## src/rtl/fp_vec_drain_pkg.sv

```systemverilog
// fp_vec_drain_pkg: shared fp helpers (element width, NaN/Inf classification) and the IEEE754 struct macro.
`ifndef IEEE754
`define IEEE754(NX, NM) struct packed {logic sign; logic [(NX)-1:0] exp; logic [(NM)-1:0] man;}
`endif
package fp_vec_drain_pkg;
  typedef enum logic {IDLE, DRAIN} state_t;
  function automatic int fp_width(input int nx, input int nm);
    return 1 + nx + nm;
  endfunction
  function automatic logic is_exc(input logic exp_ones);
    return exp_ones;
  endfunction
  function automatic logic is_nan(input logic exp_ones, input logic man_zero);
    return exp_ones & ~man_zero;
  endfunction
  function automatic logic is_inf(input logic exp_ones, input logic man_zero);
    return exp_ones & man_zero;
  endfunction
endpackage

```

## src/rtl/fp_vec_drain_classify.sv

```systemverilog
// fp_classify: combinational NaN/Inf/exceptional flags for one IEEE754 word; built only with FP_VEC_DRAIN_EXC_EN.
`ifdef FP_VEC_DRAIN_EXC_EN
module fp_classify
  import fp_vec_drain_pkg::*;
#(
  parameter int NX = 8,
  parameter int NM = 23
) (
  input  logic [fp_width(NX, NM)-1:0] word,
  output logic                        nan,
  output logic                        inf,
  output logic                        exc
);
  typedef `IEEE754(NX, NM) fp_t;
  fp_t  w_word;
  logic w_exp_ones, w_man_zero;
  assign w_word     = fp_t'(word);
  assign w_exp_ones = &w_word.exp;
  assign w_man_zero = ~|w_word.man;
  assign nan        = is_nan(w_exp_ones, w_man_zero);
  assign inf        = is_inf(w_exp_ones, w_man_zero);
  assign exc        = is_exc(w_exp_ones);
endmodule
`endif

```

## src/rtl/fp_vec_drain.sv

```systemverilog
// fp_vec_drain: latches an N-word IEEE754 vector and streams it out highest index first.
// Optional NaN/Inf flag and saturating counter under macro FP_VEC_DRAIN_EXC_EN.
module fp_vec_drain
  import fp_vec_drain_pkg::*;
#(
  parameter int NX = 8,
  parameter int NM = 23,
  parameter int N  = 4
) (
  input  logic                          clk,
  input  logic                          rst_n,
  input  logic [N*fp_width(NX, NM)-1:0] in_vec,
  input  logic                          in_valid,
  output logic                          in_ready,
  output logic [fp_width(NX, NM)-1:0]   out_data,
  output logic [$clog2(N)-1:0]          out_idx,
  output logic                          out_last,
  output logic                          out_valid,
  input  logic                          out_ready
`ifdef FP_VEC_DRAIN_EXC_EN
  ,
  output logic                          out_exc,
  output logic [15:0]                   exc_cnt
`endif
);
  localparam int W  = fp_width(NX, NM);
  localparam int IW = $clog2(N);
  typedef `IEEE754(NX, NM) fp_t;
  state_t        r_state, w_next;
  fp_t           r_vec [N];
  logic [IW-1:0] r_idx;
  logic          w_accept, w_hs;
  assign w_accept = in_valid && in_ready;
  assign w_hs     = out_valid && out_ready;
  always_ff @(posedge clk or negedge rst_n)
    if (!rst_n) r_state <= IDLE;
    else r_state <= w_next;
  // A new vector arriving on the final handshake keeps the drain going with no bubble.
  always_comb
    w_next = (r_state == IDLE) ? (w_accept ? DRAIN : IDLE)
           : ((w_hs && out_last && !w_accept) ? IDLE : DRAIN);
  always_comb begin
    out_valid = r_state == DRAIN;
    out_last  = out_valid && r_idx == '0;
    in_ready  = rst_n && (!out_valid || (out_ready && out_last));
    out_idx   = r_idx;
    out_data  = out_valid ? W'(r_vec[r_idx]) : '0;
  end
  always_ff @(posedge clk or negedge rst_n)
    if (!rst_n) begin
      r_idx <= '0;
      r_vec <= '{default: '0};
    end else if (w_accept) begin
      r_idx <= IW'(N - 1);
      for (int k = 0; k < N; k++) r_vec[k] <= fp_t'(in_vec[k*W +: W]);
    end else if (w_hs && r_idx != '0) r_idx <= r_idx - IW'(1);
`ifdef FP_VEC_DRAIN_EXC_EN
  logic w_nan, w_inf, w_exc;
  fp_classify #(.NX(NX), .NM(NM)) u_classify (
    .word(out_data),
    .nan (w_nan),
    .inf (w_inf),
    .exc (w_exc)
  );
  assign out_exc = w_exc;
  always_ff @(posedge clk or negedge rst_n)
    if (!rst_n) exc_cnt <= '0;
    else if (w_hs && (w_nan || w_inf) && exc_cnt != 16'hFFFF) exc_cnt <= exc_cnt + 16'd1;
`endif
endmodule

```

## config.mk

```make
export PLATFORM = sky130hd
export DESIGN_NAME = fp_vec_drain
export DESIGN_NICKNAME = d
export VERILOG_FILES = /design/src/rtl/fp_vec_drain_pkg.sv /design/src/rtl/fp_vec_drain_classify.sv /design/src/rtl/fp_vec_drain.sv
export SDC_FILE = /design/constraint.sdc
export NUM_CORES = 1
export LEC_CHECK = 0
export ABC_AREA = 1
export CAP_MARGIN = 10
export CORE_ASPECT_RATIO = 1.75
export CORE_MARGIN = 1.5
export CORE_UTILIZATION = 50
export CTS_CLUSTER_DIAMETER = 150
export DETAILED_ROUTE_END_ITERATION = 8
export PLACE_DENSITY = 0.8
export RECOVER_POWER = 50
export SLEW_MARGIN = 10
export SYNTH_ARGS = -nofsm -noshare
export SYNTH_HDL_FRONTEND = slang
export SYNTH_SLANG_ARGS = --single-unit
```

## constraint.sdc

```tcl
create_clock -name clk -period 1.96 [get_ports clk]
set_input_delay 0.392 -clock clk [delete_from_list [all_inputs] [get_ports clk]]
set_output_delay 0.392 -clock clk [all_outputs]
set_load 0.05 [all_outputs]
```

### After elaboration in Yosys (flattened, before gate mapping)

Cells that the tools add are included.

| word-level totals | value |
|---|---|
| register bits | 131 |
| bits of input ports | 132 |
| output and inout bits | 37 |
| logic and storage cells | 40 |

| cells by class | value |
|---|---|
| add/sub/neg operators | 1 |
| order comparisons | 1 |
| mux-type cells | 9 |
| bitwise operators | 1 |
| reductions and logical operators | 14 |

Operators with widths:

| operator | number |
|---|---|
| two-way mux 32 bit | 3 |
| binary-select mux 32 bit (select 2 bit) | 1 |
| logical AND 1 bit | 8 |
| two-way mux 2 bit | 2 |
| nonzero test 2 bit | 2 |
| >= comparator 3 bit, second input constant | 1 |
| two-way mux 1 bit | 3 |
| inverter 2 -> 3 bit | 1 |
| logical NOT 1 bit | 2 |
| logical NOT 2 bit | 1 |
| subtractor 2 x 1 -> 2 bit, second input constant | 1 |
| logical OR 1 bit | 1 |

### Longest topological paths before layout

Gate-level depths: netlist of run 1.

| logic depth | value |
|---|---|
| word-level depth | 10 |
| depth in mapped cells | 11 |
| depth with buffers taken out | 7 |

### Worst setup path after synthesis of run 1

OpenSTA, ideal clock, no wires.

| timing | value |
|---|---|
| path kind | reg-to-output |
| start | register r_idx[1], in the netlist out_idx[1] |
| end | output port in_ready |
| arrival | 2.474 ns |
| data required time | 1.568 ns |
| path slack | -0.906 ns |
| stages on the path, launching flop included | 7 |
| path through | dfrtp_1 > buf_2 > inv_1 > buf_2 > ha_1 > nand2_1 > a21boi_0 |

| on the way | value |
|---|---|
| word-level cells in the longest chain between the ends | 5 |

RTL lines:

| item | RTL line | RTL |
|---|---|---|
| from (decl) | fp_vec_drain.sv:31 | `logic [IW-1:0] r_idx;` |
| from (signal assigned) | fp_vec_drain.sv:54 | `r_idx <= IW'(N - 1);` |
| from (signal assigned) | fp_vec_drain.sv:56 | `end else if (w_hs && r_idx != '0) r_idx <= r_idx - IW'(1);` |
| logical NOT 2 bit | fp_vec_drain.sv:44 | `out_last = out_valid && r_idx == '0;` |
| logical AND 1 bit | fp_vec_drain.sv:44 |  |
| logical AND 1 bit | fp_vec_drain.sv:45 | `in_ready = rst_n && (!out_valid \|\| (out_ready && out_last));` |
| logical OR 1 bit | fp_vec_drain.sv:45 |  |
| logical AND 1 bit | fp_vec_drain.sv:45 |  |
| to (decl) | fp_vec_drain.sv:14 | `output logic in_ready,` |

Every way passes these cells.

### Worst setup path after layout of run 1

| timing | value |
|---|---|
| start | register r_idx[0], in the netlist out_idx[0] |
| end | output port out_data[23] |

| on the way | value |
|---|---|
| word-level cells in the longest chain between the ends | 5 |

RTL lines:

| item | RTL line | RTL |
|---|---|---|
| inverter 2 -> 3 bit (implied by the code) | fp_vec_drain.sv:47 | `out_data = out_valid ? W'(r_vec[r_idx]) : '0;` |
| binary-select mux 32 bit (select 2 bit) | fp_vec_drain.sv:47 |  |
| two-way mux 32 bit (implied by the code) (2 in a row) | fp_vec_drain.sv:47 |  |
| two-way mux 32 bit | fp_vec_drain.sv:47 |  |
| to (decl) | fp_vec_drain.sv:15 | `output logic [fp_width(NX, NM)-1:0] out_data,` |

Every way passes these cells. The select of a mux whose other input is x is not followed.

==> results.ini, run 1 <==
[placement]
place_congestion = 0.912
placement.cell_area_um2 = 9510
port_buffers = 168
dp_hpwl_mm = 13.2
dp_worst_setup_slack_ps = -1.03

[logic_synthesis]
synthesis.nets = 1101
post_synth.cell_area_avg_um2 = 7.26
synth.cell_area_um2 = 7020
ys_seq_area_share_pct = 46.7
ys_warn_count = 0
synthCells = 968
synth_seq_cells = 131
ys_types = 16

[sta]
hold_ws_ps = 118
timing.final.setup_violations = 33
post-route-min-period_ps = 2090
worst_slack_ps = -130
unrepaired_setup_endpoints_after_global_routing = yes
final_setup_skew_ps = 9.47
number_of_slew_limit_violations_in_the_final_report = 0
max_slew.worst_pin.slew_ps = 1430
slew_headroom_pct = 4.63
fmax_mhz = 478
finalHoldViolations = 0
fin_crit_sh_pct = 107

[setup_path]
crit_chain = buf_4, nand2_1, nand3_1, a21oi_4, buf_12
cp_data_required_time_ps = 1570
timing.critical_path.max_delay_family = flip-flops
slowest_stage = sky130_fd_sc_hd__dfrtp_2
critical_path.n_buffers_inverters = 2
worst-path-max-fanout = 15
critical_path.endpoint_type = output pin
critPathLaunchType = flop
worstPathArrival_ps = 1700
cpPeakStageDelay_ps = 450
critical_path_class = reg2out

[cts]
clk-insertion-delay-late_ps = 420
clock_tree.root_cell = sky130_fd_sc_hd__clkbuf_16
tritoncts_clock_tree = done
worst_setup_hold_path_clk_slew_ps = 60
h-tree-depth = 4
cts_sinks = 131
cts.path.max_buffers = 2
tritoncts.num_buffers = 17

[final_layout]
synthToLayoutAreaGrowth_pct = 47.0
finalNetCount = 1238
drive_gt1_share_pct = 14.5
finish.instance_area_um2 = 10300
layout.filler_cells = 990

[global_routing]
grt_max_degree = 132
number_of_global_route_vias_before_repair = 6899
groute.layer.met1.usage_pct = 36.9
antenna_found_initial = 4
grt_use_total_pct = 29.4
grt_first_pass_wirelength_mm = 34.0
grt.busiest_layer = met2
globalRouteMet2Util_pct = 47.2
groute.layer.met3.usage_pct = 4.43
grt_remaining_overflow = 0

[floorplanning]
top_level_ports = 169
floorplan.rows = 57
fp.dieH_um = 160
floorplan.initialDensity_pct = 50.8
die_w_um = 92.6
dieArea_um2 = 14800
core_box_area_um2 = 13800

[outcome]
outcome = finished, violations left
violations_in_the_final_reports = negative setup slack

[pwr]
share_seq_of_total_power_pct = 24.4
netSwitchingPower_mw = 9.21
p_leak_nw = 5.15
clkPwrFrac_pct = 15.9
irDropWorstVdd_mv = 1.80
powerDensity_nw_per_um2 = 1950
p_total_mw = 20.1
power_switching_share_pct = 45.8
combinationalPowerShare_pct = 59.7
cell_internal_power_dissipation_mw = 10.9

[routing]
wirelength_mm = 21.7
routed_via_density = 5.45
post_route_drc = 0
drt-initial-drc-count = 538
detail-route-antenna-nets = 0
detail_route.wl_per_cell_um = 16.7
total_number_of_vias = 7072
detail_route.first_pass.iterations = 6

[min_path]
holdCritPathClass = in2async

[run]
maxCapViolCount = 0

-- Yosys cell counts, drive strengths merged --
cell type / n / area share [%]
ha: 1 / 0.18
clkbuf: 18 / 0.96
a21oi: 32 / 2.3
nor2: 1 / 0.053
nand4: 128 / 11
nand3: 67 / 4.8
buf: 62 / 5.3
a21boi: 1 / 0.11
nand2: 393 / 21
inv: 134 / 7.2
dfrtp: 131 / 47
-- worst reg2reg max path, stage by stage, from the launching register on --
cell	delay, ps
sky130_fd_sc_hd__dfrtp_2	430
sky130_fd_sc_hd__inv_4	100
sky130_fd_sc_hd__ha_4	190
sky130_fd_sc_hd__nand2_2	120
sky130_fd_sc_hd__nand2_4	100
sky130_fd_sc_hd__nand3_4	80
sky130_fd_sc_hd__buf_12	420
sky130_fd_sc_hd__nand2_1	220
sky130_fd_sc_hd__nand2_1	110
-- power by group through the flow --
stage	combinational (mW)	sequential (mW)	clock, mW
2_1_floorplan	7.15	4.77	0
5_1_grt	12.9	5.04	3.35
3_3_place_gp	11.1	4.81	0
4_1_cts	11.7	4.85	3.20
3_5_place_dp	11.3	4.85	0
6_report	12.0	4.90	3.20
-- per-layer routing --
layer	part of all wire (%)	routed length, µm	up-vias
li1	-	-	3362
met4	5.0	1090	0
met1	39	8430	3346
met2	51	11000	298
met5	0	0	-
met3	5.6	1220	66
-- flip-flops by register name (all words and copies together) (netlist names) --
signal and cells:
out_idx 2, out_valid 1, r_vec 128
-- path summary, 6_finish.rpt --
check                      startpoint           end  slack [ps]  depth (start not counted)
max                        out_idx[0]  out_data[23]        -130                          5
min                             rst_n     r_vec[30]         120                          2
max reg2reg                out_idx[0]     r_vec[81]         120                          8
min reg2reg                 r_vec[50]     r_vec[50]         470                          2
max in group asynchronous       rst_n     r_vec[38]         590                          2
min in group clk                rst_n    r_vec[127]         300                          3
-- cells by family after synthesis --
kind of cell	after synthesis	synth area share, %
buffers and inverters	214	13.4
AO/OA/AOI/OAI	33	2.39
adder cells (fa/ha/maj)	1	0.178
flip-flops	131	46.7
AND/OR/NAND/NOR	589	37.3
-- layout make-up --
type | count | area, µm² | share of cell area [%]
clock inverter | 10 | 134 | 1.30
inverter | 134 | 509 | 4.93
sequential | 131 | 3280 | 31.8
antenna | 4 | 10.0 | 0.0970
clock buffer | 21 | 450 | 4.36
timing repair buffer | 198 | 2390 | 23.1
tap | 177 | 221 | 2.15
multi-input combinational | 623 | 3330 | 32.3
-- metrics by stage --
| step | setup TNS [ps] | util, % | std cells |
|---|---|---|---|
| 2_1_floorplan | -49.3 | - | 968 |
| 3_3_place_gp | 0 | 68.7 | 1259 |
| 3_5_place_dp | -1.03 | 68.7 | 1259 |
| 4_1_cts | -2310 | 74.2 | 1291 |
| 5_1_grt | -5130 | 74.6 | 1298 |
| 6_report | -2910 | 74.6 | 1298 |
-- layout by cell type, fill, tap and decap left out --
cell / instances
sky130_fd_sc_hd__nand4_1: 128
sky130_fd_sc_hd__clkinvlp_4: 2
sky130_fd_sc_hd__buf_4: 11
sky130_fd_sc_hd__nand3_1: 41
sky130_fd_sc_hd__diode_2: 4
sky130_fd_sc_hd__nand3_2: 25
sky130_fd_sc_hd__nor2_1: 1
sky130_fd_sc_hd__dlygate4sd3_1: 1
sky130_fd_sc_hd__buf_8: 2
sky130_fd_sc_hd__nand2_1: 390
sky130_fd_sc_hd__buf_12: 42
sky130_fd_sc_hd__dfrtp_2: 3
sky130_fd_sc_hd__a21oi_4: 32
sky130_fd_sc_hd__inv_1: 131
sky130_fd_sc_hd__clkinv_2: 5
sky130_fd_sc_hd__clkbuf_16: 19
sky130_fd_sc_hd__dfrtp_1: 128
sky130_fd_sc_hd__clkinv_4: 1
sky130_fd_sc_hd__nand2_2: 2
sky130_fd_sc_hd__clkbuf_8: 1
sky130_fd_sc_hd__bufinv_16: 3
sky130_fd_sc_hd__nand3_4: 1
sky130_fd_sc_hd__clkbuf_1: 6
sky130_fd_sc_hd__clkdlybuf4s50_1: 129
sky130_fd_sc_hd__a21boi_4: 1
sky130_fd_sc_hd__nand2_4: 1
sky130_fd_sc_hd__inv_4: 2
sky130_fd_sc_hd__ha_4: 1
sky130_fd_sc_hd__clkbuf_2: 3
sky130_fd_sc_hd__buf_6: 5
-- what timing repair did --
action / 4_1_cts / 5_1_grt
setup buffers: 0 / 0
hold buffers: 1 / 0
pin swaps: 4 / 5
endpoints found under the hold margin: 12 / 0
resized for setup: 39 / 8
cloned: 0 / 3
setup endpoints to repair: 33 / 34
(Power assumes the default switching activity.)
==> inputs of run 2 (changes only) <==
PLACE_DENSITY = 0.83   (was 0.8)
==> run 2 against run 1 <==
  * The flow still finishes with violations (negative setup slack)
  * Clock power grew 7.5%
  * Sequential power rose by 0.8%
  * Hold slack worse by 5.0 ps
  * Maximum frequency fell by 0.53%
  * Routed wire length rose by 6.9%
  * Cell area increased by 2.5%
  * Die area unchanged
  * Critical path type unchanged
  * Non-clock buffer count is 4 lower
  * First-iteration DRC count rose by 11%
  * Flip-flop and latch count is the same
  * Setup slack got worse by 11 ps
  * Via count rose by 4.0%
==> results.ini, run 2 (same netlist as run 1, synthesis figures left out) <==
[pwr]
netSwitchingPower_mw = 9.70  ; +5.3%
powerDensity_nw_per_um2 = 1980  ; +1.8%
clkPwrFrac_pct = 16.4  ; +0.5 points
share_seq_of_total_power_pct = 23.5  ; -0.9 points
power_switching_share_pct = 46.2  ; +0.40 points
combinationalPowerShare_pct = 60.1  ; +0.4 points
irDropWorstVdd_mv = 1.68  ; -6.5%
cell_internal_power_dissipation_mw = 11.3  ; +3.6%
p_leak_nw = 5.24  ; +1.8%

[final_layout]
regArea_um2 = 3280  ; unchanged
finalNetCount = 1234  ; -0.32%
layout.cells.most_common = sky130_fd_sc_hd__nand2_1
number_of_flip_flops_under_the_largest_register_name = 128  ; unchanged
regMostFlops = r_vec
layout.filler_cells = 925  ; -6.6%
layout.cells.most_common_list = sky130_fd_sc_hd__nand2_1 (377), sky130_fd_sc_hd__inv_1 (131), sky130_fd_sc_hd__clkdlybuf4s50_1 (129), sky130_fd_sc_hd__nand4_1 (128), sky130_fd_sc_hd__dfrtp_1 (128)
multi_input_area_um2 = 3480  ; +4.4%
synthToLayoutAreaGrowth_pct = 50.6
drive_gt1_share_pct = 17.8  ; +3.3 points
utilization_pct = 76.5  ; +1.9 points

[sta]
slew_headroom_pct = 3.27  ; -1.4 points
unrepaired_setup_endpoints_after_global_routing = yes
post-route-min-period_ps = 2100  ; +11.1 ps
finalHoldViolations = 0  ; unchanged
max_slew.worst_pin.slew_ps = 1450  ; +20.4 ps
worst_slack_ps = -141  ; -11.1 ps
fin_crit_sh_pct = 107  ; +0.57 points
final_setup_skew_ps = 7.66  ; -1.81 ps
fmax_mhz = 476  ; -0.53%
timing.final.setup_violations = 33  ; unchanged
number_of_slew_limit_violations_in_the_final_report = 0  ; unchanged

[setup_path]
cp_data_required_time_ps = 1570  ; about the same
r2r-end = r_vec[52]
critical_path.n_buffers_inverters = 3  ; +1
critPathLaunchType = flop
reg2reg_slack_ps = 140  ; +20 ps
cpPeakStageDelay_ps = 450  ; about the same
timing.critical_path.max_delay_family = buffers and inverters
crit-reg2reg-launch = out_idx[0]
critical_path.endpoint_type = output pin
worst-path-max-fanout = 15  ; unchanged
slowest_stage = sky130_fd_sc_hd__dfrtp_2
crit_chain = inv_6, clkbuf_16, nand2_1, nand3_2, a21oi_4, buf_12
reg2regPathDepth = 8  ; unchanged
critical_path_class = reg2out
worstPathArrival_ps = 1710  ; about the same

[run]
maxCapViolCount = 0  ; unchanged

[placement]
dp_hpwl_mm = 13.2  ; about the same
place_congestion = 0.864  ; -5.3%
dp_worst_setup_slack_ps = 42.1  ; +43.1 ps
port_buffers = 168  ; unchanged

[cts]
tritoncts.num_buffers = 17  ; unchanged
cts.path.max_buffers = 2  ; unchanged
worst_setup_hold_path_clk_slew_ps = 60  ; about the same
h-tree-depth = 4  ; unchanged
tritoncts_clock_tree = done
cts_sinks = 131  ; unchanged
clk-insertion-delay-late_ps = 420  ; about the same
clock_tree.root_cell = sky130_fd_sc_hd__clkbuf_16

[routing]
detail_route.wl_per_cell_um = 18.0  ; +7.2%
drt-initial-drc-count = 595  ; +11%
routed_via_density = 5.69  ; +4.4%
detail_route.first_pass.iterations = 7  ; +1
detail-route-antenna-nets = 0  ; unchanged
wirelength_mm = 23.2  ; +6.9%
total_number_of_vias = 7357  ; +4.0%
post_route_drc = 0  ; unchanged

[global_routing]
grt_use_total_pct = 32.2  ; +2.8 points
grt_max_degree = 82  ; -38%
grt_first_pass_wirelength_mm = 37.0  ; +9.1%
antenna_found_initial = 3  ; -1
grt_remaining_overflow = 0  ; unchanged
number_of_global_route_vias_before_repair = 7262  ; +5.3%

[floorplanning]
floorplan.initialDensity_pct = 50.8  ; unchanged
dieArea_um2 = 14800  ; unchanged
die_w_um = 92.6  ; unchanged
fp.dieH_um = 160  ; unchanged
core_box_area_um2 = 13800  ; unchanged
floorplan.rows = 57  ; unchanged
top_level_ports = 169  ; unchanged

[min_path]
holdCritPathClass = in2async

[outcome]
violations_in_the_final_reports = negative setup slack
outcome = finished, violations left

## run 2: cell types whose count changed in the layout (fill, tap and decap cells not counted), sizes merged
cell | before | now
clkbuf | 29 | 23
bufinv | 3 | 4
buf | 60 | 61
clkinv | 6 | 7
diode | 4 | 3
## run 2: per-stage QoR
stage	area, µm²	hold slack (ps)	instances	total power, mW	TNS, ps
4_1_cts	10500	126	1290	20.6	-3190
6_report	10600	113	1294	21.0	-3560
5_1_grt	10600	147	1294	22.0	-5220
3_5_place_dp	9500	278	1253	16.2	0
3_3_place_gp	9500	276	1253	15.9	0
2_1_floorplan	7410	96.4	968	11.9	-49.3
## run 2: timing repair
| item | CTS | global route |
|---|---|---|
| setup endpoints to repair | 33 | 34 |
| pin swaps | 22 | 5 |
| hold buffers | 1 | 0 |
| resized for setup | 62 | 15 |
| gates cloned | 3 | 1 |
| setup buffers | 1 | 0 |
| hold endpoints to repair | 17 | 0 |
## run 2: power groups by stage
stage	Clock (mW)	Sequential, mW	Combinational (mW)
floorplan	0	4.77	7.15
global placement	0	4.82	11.1
detailed placement	0	4.85	11.3
CTS	3.44	4.89	12.2
global route	3.56	5.08	13.4
finish	3.44	4.94	12.6
## run 2: final cells by class
type / count / share of cell area [%]
Tap cell: 177 / 2.09
Clock inverter: 12 / 1.70
Inverter: 134 / 4.84
Sequential cell: 131 / 31.0
Antenna cell: 3 / 0.0710
Clock buffer: 20 / 4.32
Timing Repair Buffer: 194 / 23.1
Multi-Input combinational cell: 623 / 32.9
## run 2: worst max path at each step
stage                    start           end  depth (start not counted)
global placement     out_ready    r_vec[120]                          7
floorplan           out_idx[1]      in_ready                          6
detailed placement   out_ready    r_vec[103]                          7
CTS                 out_idx[0]   out_data[0]                          5
global route        out_idx[0]  out_data[23]                          6
finish              out_idx[0]  out_data[24]                          6
## run 2: metal layers
metal | up-vias | part of all wire (%) | global-route usage, %
met5 | - | 0 | 0
met4 | 0 | 5.0 | 18.0
met3 | 77 | 7.8 | 5.24
met2 | 432 | 50 | 52.7
met1 | 3496 | 37 | 39.9
li1 | 3352 | - | -
## run 2: worst reg2reg max path, cell delays in order, from the launching register on
cell and delay, ps:
sky130_fd_sc_hd__dfrtp_2 450, sky130_fd_sc_hd__inv_6 100, sky130_fd_sc_hd__ha_4 190, sky130_fd_sc_hd__nand2_2 120, sky130_fd_sc_hd__nand2_4 100, sky130_fd_sc_hd__nand3_4 100, sky130_fd_sc_hd__buf_4 420, sky130_fd_sc_hd__nand2_1 160
sky130_fd_sc_hd__nand2_1 120
